### config.mk
export PLATFORM = sky130hd
export DESIGN_NAME = demux16_stream_flat
export DESIGN_NICKNAME = d
export VERILOG_FILES = /design/src/rtl/demux16_stream_if.sv /design/src/rtl/demux16_stream.sv /design/src/flat_wrapper.sv
export SDC_FILE = /design/constraint.sdc
export NUM_CORES = 1
export LEC_CHECK = 0
export ABC_CLOCK_PERIOD_IN_PS = 6700
export BUFFER_PORTS_ARGS = -buffer_cell sky130_fd_sc_hd__buf_2
export CORE_MARGIN = 2
export CORE_UTILIZATION = 51
export CTS_CLUSTER_SIZE = 12
export DETAILED_ROUTE_END_ITERATION = 10
export PLACE_DENSITY = 0.81
export RECOVER_POWER = 25
export SLEW_MARGIN = 20
export SYNTH_ARGS = -nofsm -noshare
export SYNTH_HDL_FRONTEND = slang
export SYNTH_SLANG_ARGS = --single-unit
### constraint.sdc
create_clock -name clk -period 6.7 [get_ports clk]
set_input_delay 1.34 -clock clk [delete_from_list [all_inputs] [get_ports clk]]
set_output_delay 1.34 -clock clk [all_outputs]
set_load 0.01 [all_outputs]
### src/rtl/demux16_stream_if.sv
// Producer/consumer bundle for demux16_stream: one input word with select, sixteen output holding registers.
// count exists only when DEMUX16_STREAM_STATS_EN is defined.
interface demux16_stream_if #(
  parameter int N = 1
);
  logic [N-1:0] in;
  logic [3:0]   select;
  logic         in_valid;
  logic         in_ready;
  logic [N-1:0] out00, out01, out02, out03, out04, out05, out06, out07;
  logic [N-1:0] out08, out09, out10, out11, out12, out13, out14, out15;
  logic [15:0]  out_valid;
  logic [15:0]  out_ready;
`ifdef DEMUX16_STREAM_STATS_EN
  logic [15:0]  count;
`endif

  modport master (
    output in, select, in_valid, out_ready,
    input  in_ready, out_valid,
    input  out00, out01, out02, out03, out04, out05, out06, out07,
    input  out08, out09, out10, out11, out12, out13, out14, out15
`ifdef DEMUX16_STREAM_STATS_EN
    , input count
`endif
  );

  modport slave (
    input  in, select, in_valid, out_ready,
    output in_ready, out_valid,
    output out00, out01, out02, out03, out04, out05, out06, out07,
    output out08, out09, out10, out11, out12, out13, out14, out15
`ifdef DEMUX16_STREAM_STATS_EN
    , output count
`endif
  );
endinterface

### src/rtl/demux16_stream.sv
// Registered 1-to-16 valid/ready demux, one holding register per channel, 1-cycle latency; in_ready
// back-pressures only on the selected channel. DEMUX16_STREAM_STATS_EN adds a saturating accept counter.
module demux16_stream #(
  parameter int N = 1
) (
  input  logic            clk,
  input  logic            rst_n,
  demux16_stream_if.slave bus
);

  logic [15:0]  vld_q, vld_d;
  logic [N-1:0] dat_q [16];
  logic [N-1:0] dat_d [16];
  logic         accept;

  // A full channel can still take a word in the same cycle its consumer drains it.
  assign bus.in_ready = rst_n & (~vld_q[bus.select] | bus.out_ready[bus.select]);
  assign accept       = bus.in_valid & bus.in_ready;

  always_comb begin
    vld_d = vld_q & ~bus.out_ready;
    dat_d = dat_q;
    if (accept) begin
      vld_d[bus.select] = 1'b1;
      dat_d[bus.select] = bus.in;
    end
  end

  always_ff @(posedge clk or negedge rst_n) begin
    if (!rst_n) begin
      vld_q <= '0;
      for (int k = 0; k < 16; k++) dat_q[k] <= '0;
    end else begin
      vld_q <= vld_d;
      dat_q <= dat_d;
    end
  end

  assign bus.out_valid = vld_q;
  assign bus.out00 = dat_q[0];
  assign bus.out01 = dat_q[1];
  assign bus.out02 = dat_q[2];
  assign bus.out03 = dat_q[3];
  assign bus.out04 = dat_q[4];
  assign bus.out05 = dat_q[5];
  assign bus.out06 = dat_q[6];
  assign bus.out07 = dat_q[7];
  assign bus.out08 = dat_q[8];
  assign bus.out09 = dat_q[9];
  assign bus.out10 = dat_q[10];
  assign bus.out11 = dat_q[11];
  assign bus.out12 = dat_q[12];
  assign bus.out13 = dat_q[13];
  assign bus.out14 = dat_q[14];
  assign bus.out15 = dat_q[15];

`ifdef DEMUX16_STREAM_STATS_EN
  logic [15:0] count_q, count_d;

  always_comb begin
    count_d = count_q;
    if (accept && count_q != 16'hFFFF) count_d = count_q + 16'd1;
  end

  always_ff @(posedge clk or negedge rst_n) begin
    if (!rst_n) count_q <= '0;
    else        count_q <= count_d;
  end

  assign bus.count = count_q;
`endif

endmodule

### src/flat_wrapper.sv
// flat-port wrapper written by rule: the top's interface ports become plain ports
module demux16_stream_flat 
#(
  parameter int N = 1
)
  (clk, rst_n, bus_in, bus_select, bus_in_valid, bus_out_ready, bus_in_ready, bus_out_valid, bus_out00, bus_out01, bus_out02, bus_out03, bus_out04, bus_out05, bus_out06, bus_out07, bus_out08, bus_out09, bus_out10, bus_out11, bus_out12, bus_out13, bus_out14, bus_out15);
  demux16_stream_if #(.N(N)) bus_i ();
  input  logic clk;
  input  logic rst_n;
  input wire logic [$bits(bus_i.in)-1:0] bus_in;
  input wire logic [$bits(bus_i.select)-1:0] bus_select;
  input wire logic [$bits(bus_i.in_valid)-1:0] bus_in_valid;
  input wire logic [$bits(bus_i.out_ready)-1:0] bus_out_ready;
  output wire logic [$bits(bus_i.in_ready)-1:0] bus_in_ready;
  output wire logic [$bits(bus_i.out_valid)-1:0] bus_out_valid;
  output wire logic [$bits(bus_i.out00)-1:0] bus_out00;
  output wire logic [$bits(bus_i.out01)-1:0] bus_out01;
  output wire logic [$bits(bus_i.out02)-1:0] bus_out02;
  output wire logic [$bits(bus_i.out03)-1:0] bus_out03;
  output wire logic [$bits(bus_i.out04)-1:0] bus_out04;
  output wire logic [$bits(bus_i.out05)-1:0] bus_out05;
  output wire logic [$bits(bus_i.out06)-1:0] bus_out06;
  output wire logic [$bits(bus_i.out07)-1:0] bus_out07;
  output wire logic [$bits(bus_i.out08)-1:0] bus_out08;
  output wire logic [$bits(bus_i.out09)-1:0] bus_out09;
  output wire logic [$bits(bus_i.out10)-1:0] bus_out10;
  output wire logic [$bits(bus_i.out11)-1:0] bus_out11;
  output wire logic [$bits(bus_i.out12)-1:0] bus_out12;
  output wire logic [$bits(bus_i.out13)-1:0] bus_out13;
  output wire logic [$bits(bus_i.out14)-1:0] bus_out14;
  output wire logic [$bits(bus_i.out15)-1:0] bus_out15;
  assign bus_i.in = bus_in;
  assign bus_i.select = bus_select;
  assign bus_i.in_valid = bus_in_valid;
  assign bus_i.out_ready = bus_out_ready;
  assign bus_in_ready = bus_i.in_ready;
  assign bus_out_valid = bus_i.out_valid;
  assign bus_out00 = bus_i.out00;
  assign bus_out01 = bus_i.out01;
  assign bus_out02 = bus_i.out02;
  assign bus_out03 = bus_i.out03;
  assign bus_out04 = bus_i.out04;
  assign bus_out05 = bus_i.out05;
  assign bus_out06 = bus_i.out06;
  assign bus_out07 = bus_i.out07;
  assign bus_out08 = bus_i.out08;
  assign bus_out09 = bus_i.out09;
  assign bus_out10 = bus_i.out10;
  assign bus_out11 = bus_i.out11;
  assign bus_out12 = bus_i.out12;
  assign bus_out13 = bus_i.out13;
  assign bus_out14 = bus_i.out14;
  assign bus_out15 = bus_i.out15;
  demux16_stream #(.N(N)) u_core (.clk(clk), .rst_n(rst_n), .bus(bus_i));
endmodule
After elaboration in Yosys (flattened, before gate mapping) --
Cells that the tools add are included.
Operators by class: bitwise operators 8, order comparisons 4, muxes and demuxes 10, reductions and logical operators 2
Operators with widths (number):
- AND 16 bit | 1
- bitwise mux 16 bit | 1
- two-way mux 16 bit | 1
- inverter 16 bit | 1
- OR 16 bit | 1
- binary-select mux 1 bit (select 4 bit) | 2
- demux 1 bit (select 4 bit) | 2
- >= comparator 5 bit, second input constant | 1
- less-than comparator 4 x 5 -> 1 bit, second input constant | 1
- less-than comparator 5 x 1 -> 1 bit, second input constant | 1
- inverter 4 -> 5 bit | 1
- >= comparator 4 x 1 -> 1 bit, second input constant | 1
- two-way mux 1 bit | 4
- AND 1 bit | 2
- logical AND 1 bit | 2
- inverter 1 bit | 1
- OR 1 bit | 1
Word-level totals: output and inout bits 33, input port bits 24, word-level logic and storage cells 41, flip-flop bits (word level) 32

Logic depth before layout (Yosys ltp) --
Gate-level depths: netlist (run 1).
depth in word-level cells 7, gate-level depth with buffers 5, mapped depth without buffers 4

Worst setup path after synthesis (run 1) --
Ideal clock, no wire load.
path kind input to output, start input bus_select[1], end output bus_in_ready, data arrival time 2.684 ns, stages on the path 4, setup slack 2.676 ns, data required time 5.360 ns, cell sequence buf_6 mux4_1 mux2_2 o311a_1
On the way: word-level cells in the longest chain between the ends 5, elaborated cells on any way between the ends 7
Ends and longest elaborated chain:
- from (decl) | RTL line flat_wrapper.sv:11 | input wire logic [$bits(bus_i.select)-1:0] bus_select;
- binary-select mux 1 bit (select 4 bit) | RTL line demux16_stream.sv:17 | assign bus.in_ready = rst_n & (~vld_q[bus.select] | bus.out_ready[bus.select]);
- two-way mux 1 bit (implied by the code) | RTL line demux16_stream.sv:17
- inverter 1 bit | RTL line demux16_stream.sv:17
- OR 1 bit * | RTL line demux16_stream.sv:17
- AND 1 bit * | RTL line demux16_stream.sv:17
- to (decl) | RTL line flat_wrapper.sv:14 | output wire logic [$bits(bus_i.in_ready)-1:0] bus_in_ready;
Every way passes the cells marked *; elsewhere a longest branch is shown, timed or not. The select of a mux whose other input is x is not followed.

Final worst setup path (run 1) --
start input rst_n, end output bus_in_ready
On the way: word-level cells in the longest chain between the ends 1
Ends and longest elaborated chain:
- from (decl) | RTL line flat_wrapper.sv:9 | input logic rst_n;
- AND 1 bit | RTL line demux16_stream.sv:17
No other way between the ends.

==> results of run 1 <==
Yosys cell counts, drive strengths merged:
cell	count
inv	17
dfrtp	32
mux4	8
clkbuf	2
mux2	18
o311a	1
mux2i	2
o21ai	16
nand4b	2
nand2	2
buf	2
a21o	8
or2	1
nand3	1
a211oi	8
nor2	8
nand4	1
or4bb	1
nand2b	1
area by class of cell:
class	count	area (um2)	area share
flip-flops and latches	32	800.8	0.3902
clock buffers	8	58.81	0.02866
inverters	17	63.81	0.03110
repair buffers	56	279.0	0.1360
multi-input cells	78	794.5	0.3872
well taps	44	55.05	0.02683
logic make-up after synthesis:
family / count (synthesis) / synth area share
mux: 28 / 0.2701
compound gates: 33 / 0.1488
buf+inv: 21 / 0.05134
flops: 32 / 0.4762
simple gates: 17 / 0.05358
power breakdown:
part / internal [mW] / total (mW) / switching (mW) / leakage (nW)
clock network: 0.0517 / 0.115 / 0.0630 / 0.0326
registers: 0.214 / 0.225 / 0.0104 / 0.427
logic: 0.0423 / 0.0929 / 0.0506 / 0.636
path summary, 6_finish.rpt:
path | cells after the start | slack [ns] | to
min in group asynchronous | 1 | 1.50 | u_core.bus.out08
hold reg to reg | 1 | 0.49 | u_core.bus.out10
setup / recovery | 3 | 2.19 | bus_in_ready
hold / removal | 1 | 0.49 | u_core.bus.out10
setup reg to reg | 4 | 4.66 | u_core.bus.out08
max in group asynchronous | 1 | 4.14 | u_core.bus.out06
metal layers:
metal	share of wire	track usage	vias to the layer above	routed length, um
li1	-	-	600	-
met1	0.41	0.3034	659	1674
met2	0.52	0.4179	45	2102
met3	0.047	0.07983	12	192
met4	0.021	0.08207	0	85
met5	0	0	-	0
metrics by stage:
step,worst slack (ns),std cells
CTS,2.261,235
global route,1.862,235
finish,2.186,235
global placement,2.353,227
floorplan,2.676,131
detailed placement,2.263,227
==> flow_summary.toml, run 1 <==
[critical_path]
required_ns = 5.36
endpoint_kind = "output port"
crit_fanout = 37
arrival_ns = 3.17
cp_slowest_cell = "clkbuf_1"
slowest_delay_ns = 1.30
path_buf_inv = 2
cp_top_family = "buffers and inverters"
worst_setup_path_start_kind = "input port"
cp-startpoint = "rst_n"
worstPathCellList = "clkbuf_1 > o311a_1 > buf_2"
rr_startpoint = "u_core.bus.out_valid[10]"
crit_type = "input port to output port"

[cts]
cts_tree = "built"
cts_resized = 0
cts_root_buf = "clkbuf_4"
h-tree-depth = 2
cts_made_buffers = 5
clockBufferDepth = 2
cts-hold-fix-buffers = 0
cts_num_sinks = 32
post_cts_buffers = 0
clkTransAtPathRegs_ns = 0.09
clk_latency_ns = 0.33

[die]
pin_count = 57
num_rows = 20
start_util = 0.5419
die_area_um2 = 3772
dieHeight_um = 61.42
die_w_um = 61.42
core_area_um2 = 3103

[run_status]
status = "finished, violations left"
violations = "capacitance limit, slew limit"

[synth]
synth-seq-cells = 32
synth_top_area_share = 0.4762
syn-num-nets = 155
yosysWarnings = 0
syn-cell-area_um2 = 1682
yosysUniqueCellTypes = 24
syn_area_per_cell_um2 = 12.84
synth_top_area_cell = "dfrtp_1"
synth_area_leaders = "dfrtp_1 48%, mux4_1 9.4%, mux2_1 6.7%, a211oi_2 6.0%, mux2_2 4.7%"
synth_cells = 131
ys_seq_area_frac = 0.4762

[placed_design]
post_dp_cell_area_um2 = 1994
dp_hpwl_mm = 3.052
portBuffers = 56
gp_congestion = 0.8203

[layout]
layout_common_cells = "55 x buf_2, 32 x dfrtp_1, 17 x inv_1, 14 x o21ai_0, 10 x mux2_1"
utilization = 0.6613
drive_above_1_share = 0.4293
area_growth_pct = 22.02
fin_nets = 214
final_cell_area_um2 = 2052
fill_cells = 270
largest_reg_flops = 16
final_common_cell = "buf_2"
antennaDiodeCount = 0

[global_routing]
antenna_found_initial = 0
grt_pass1_wl_mm = 6.651
grt_use_total = 0.2480
grt_pass1_vias = 1392
grt_overflow = 0
grt_start_max_net_pins = 38

[sta]
max_slew_margin = -0.2315
final-setup-viol-count = 0
max_freq_mhz = 221.5
clock_skew_ns = 0.005795
rsz0062_at_grt = "false"
fin_crit_sh = 0.6737
final_hold_viol_count = 0
finalSetupTns_ns = 0
worst_pin_slew_ns = 1.847
slew_viol_final = 38
hold_ws_ns = 0.4886
fin_crit_ns = 4.514

[pwr]
p_per_area_nw_per_um2 = 210.6
total_leakage_power_nw = 1.095
p_total_mw = 0.4321
ir_worst_vdd_v = 0.0001347

[routing]
firstDrtPassIters = 4
ant_nets = 0
post_drt_wl_per_cell_um = 17.26
route.detailed.drc = 0
first_iter_violations = 71
viasPerCell = 5.600
num_vias = 1316
wl_mm = 4.055

[flow_run]
drv_cap = 1

[worst_hold_path]
min_path_type = "register to register"
hp-start = "u_core.bus.out10"
Power figures use the tool's default switching activity.
==> inputs of run 2 (changes only) <==
--- a/config.mk
+++ b/config.mk
@@ -5,13 +5,13 @@
 export SDC_FILE = /design/constraint.sdc
 export NUM_CORES = 1
 export LEC_CHECK = 0
-export ABC_CLOCK_PERIOD_IN_PS = 6700
+export ABC_CLOCK_PERIOD_IN_PS = 3700
 export BUFFER_PORTS_ARGS = -buffer_cell sky130_fd_sc_hd__buf_2
 export CORE_MARGIN = 2
-export CORE_UTILIZATION = 51
+export CORE_UTILIZATION = 45
 export CTS_CLUSTER_SIZE = 12
 export DETAILED_ROUTE_END_ITERATION = 10
-export PLACE_DENSITY = 0.81
+export PLACE_DENSITY = 0.76
 export RECOVER_POWER = 25
 export SLEW_MARGIN = 20
 export SYNTH_ARGS = -nofsm -noshare
==> constraint.sdc (replaced) <==
create_clock -name clk -period 3.7 [get_ports clk]
set_input_delay 0.74 -clock clk [delete_from_list [all_inputs] [get_ports clk]]
set_output_delay 0.74 -clock clk [all_outputs]
set_load 0.01 [all_outputs]
==> flow_summary.toml, run 2 (synthesis gave the netlist of run 1 again) <==
[layout]
area_growth_pct = 25.45
largest_reg_flops = 16
final_common_cell = "buf_2"
antennaDiodeCount = 0
final_cell_area_um2 = 2110
fill_cells = 312
layout_common_cells = "55 x buf_2, 32 x dfrtp_1, 17 x inv_1, 14 x o21ai_0, 10 x mux2_1"
multiInputGateArea_um2 = 794.5
seqCellArea_um2 = 800.8
fin_nets = 216
drive_above_1_share = 0.4427

[routing]
num_vias = 1299
wl_mm = 3.857
route.detailed.drc = 0
firstDrtPassIters = 4
ant_nets = 0
first_iter_violations = 72
viasPerCell = 5.413
post_drt_wl_per_cell_um = 16.07

[critical_path]
cp-startpoint = "bus_select[1]"
required_ns = 2.96
endpoint_kind = "output port"
arrival_ns = 2.46
path_buf_inv = 2
cp_slowest_cell = "mux4_1"
crit_type = "input port to output port"
rr_startpoint = "u_core.bus.out_valid[10]"
slowest_delay_ns = 0.62
r2r_slack_ns = 1.66
path_common_cell = "buf_2"
crit_fanout = 12
cp_top_family = "multiplexers"
worstPathCellList = "buf_2 > mux4_1 > mux2_2 > o311a_1 > buf_2"
worst_setup_path_start_kind = "input port"

[sta]
final_hold_viol_count = 0
fin_crit_ns = 3.205
rsz0062_at_grt = "false"
worst_pin_slew_ns = 0.4381
fin_crit_sh = 0.8661
final-setup-viol-count = 0
max_freq_mhz = 312.1
hold_ws_ns = 0.4827
slew_viol_final = 0
max_slew_margin = 0.7079
finalSetupTns_ns = 0
clock_skew_ns = 0.003466

[die]
dieHeight_um = 65.13
die_area_um2 = 4242
num_rows = 22
pin_count = 57
core_area_um2 = 3633
start_util = 0.4628
die_w_um = 65.13

[pwr]
total_leakage_power_nw = 1.123
p_per_area_nw_per_um2 = 408.0
ir_worst_vdd_v = 0.0001879

[global_routing]
grt_pass1_wl_mm = 6.575
grt_overflow = 0
grt_use_total = 0.2096
grt_start_max_net_pins = 37
grt_pass1_vias = 1399
antenna_found_initial = 0

[cts]
clockBufferDepth = 2
cts_num_sinks = 32
cts_made_buffers = 5
clk_latency_ns = 0.28
cts_tree = "built"
cts-hold-fix-buffers = 0
clkTransAtPathRegs_ns = 0.06
cts_root_buf = "clkbuf_8"
post_cts_buffers = 0
cts_resized = 0
h-tree-depth = 2

[flow_run]
drv_cap = 0

[worst_hold_path]
hp-start = "u_core.bus.out01"
min_path_type = "register to register"

[placed_design]
post_dp_cell_area_um2 = 2014
portBuffers = 56
gp_congestion = 0.8115
dp_hpwl_mm = 2.994

[run_status]
status = "complete, no violations"
-- run 2: cell types whose count changed in the layout (fill, tap and decap cells not counted) --
cell / delta
clkbuf_1: -2
clkbuf_8: +6
clkbuf_4: -5
buf_4: +2
-- run 2: final timing paths --
path / endpoint / cells after the start
worst max-delay path: bus_in_ready / 5
worst min-delay path: u_core.bus.out01 / 1
worst max register to register: u_core.bus.out10 / 4
worst min register to register: u_core.bus.out01 / 1
max in group asynchronous: u_core.bus.out_valid[0] / 2
min in group asynchronous: u_core.bus.out_valid[6] / 2
-- run 2: per-stage QoR --
step,setup WS [ns],power (mW),instances,utilization
finish,0.4955,0.8607,240,0.5806
global route,0.4257,0.9092,240,0.5806
CTS,0.4908,0.8707,240,0.5809
detailed placement,0.4897,0.5835,233,0.5544
global placement,0.5623,0.5761,233,0.5544
floorplan,0.8763,0.5033,131,-
-- run 2: area by class of cell --
class,instances,area share
timing repair buffer,58,0.1394
multi-input combinational,78,0.3766
tap,48,0.02847
sequential,32,0.3796
inverter,17,0.03025
clock buffer,7,0.04567
-- run 2: worst register-to-register path: cells and delay by family, from the launching register on --
kind	cells	cell delay, ns
compound gates	1	0.34
flops	1	0.40
mux	3	1.18
-- run 2: power by group --
group	internal [mW]	switching [mW]	leakage (nW)
clock network	0.165	0.120	0.0503
logic	0.0787	0.0892	0.645
registers	0.389	0.0193	0.427
-- run 2: metal layers --
metal,share of wire,routed length (um),GRT usage
met1,0.39,1511,0.2423
met2,0.54,2093,0.3557
met3,0.052,201,0.06336
met4,0.013,49,0.1016
met5,0,0,0
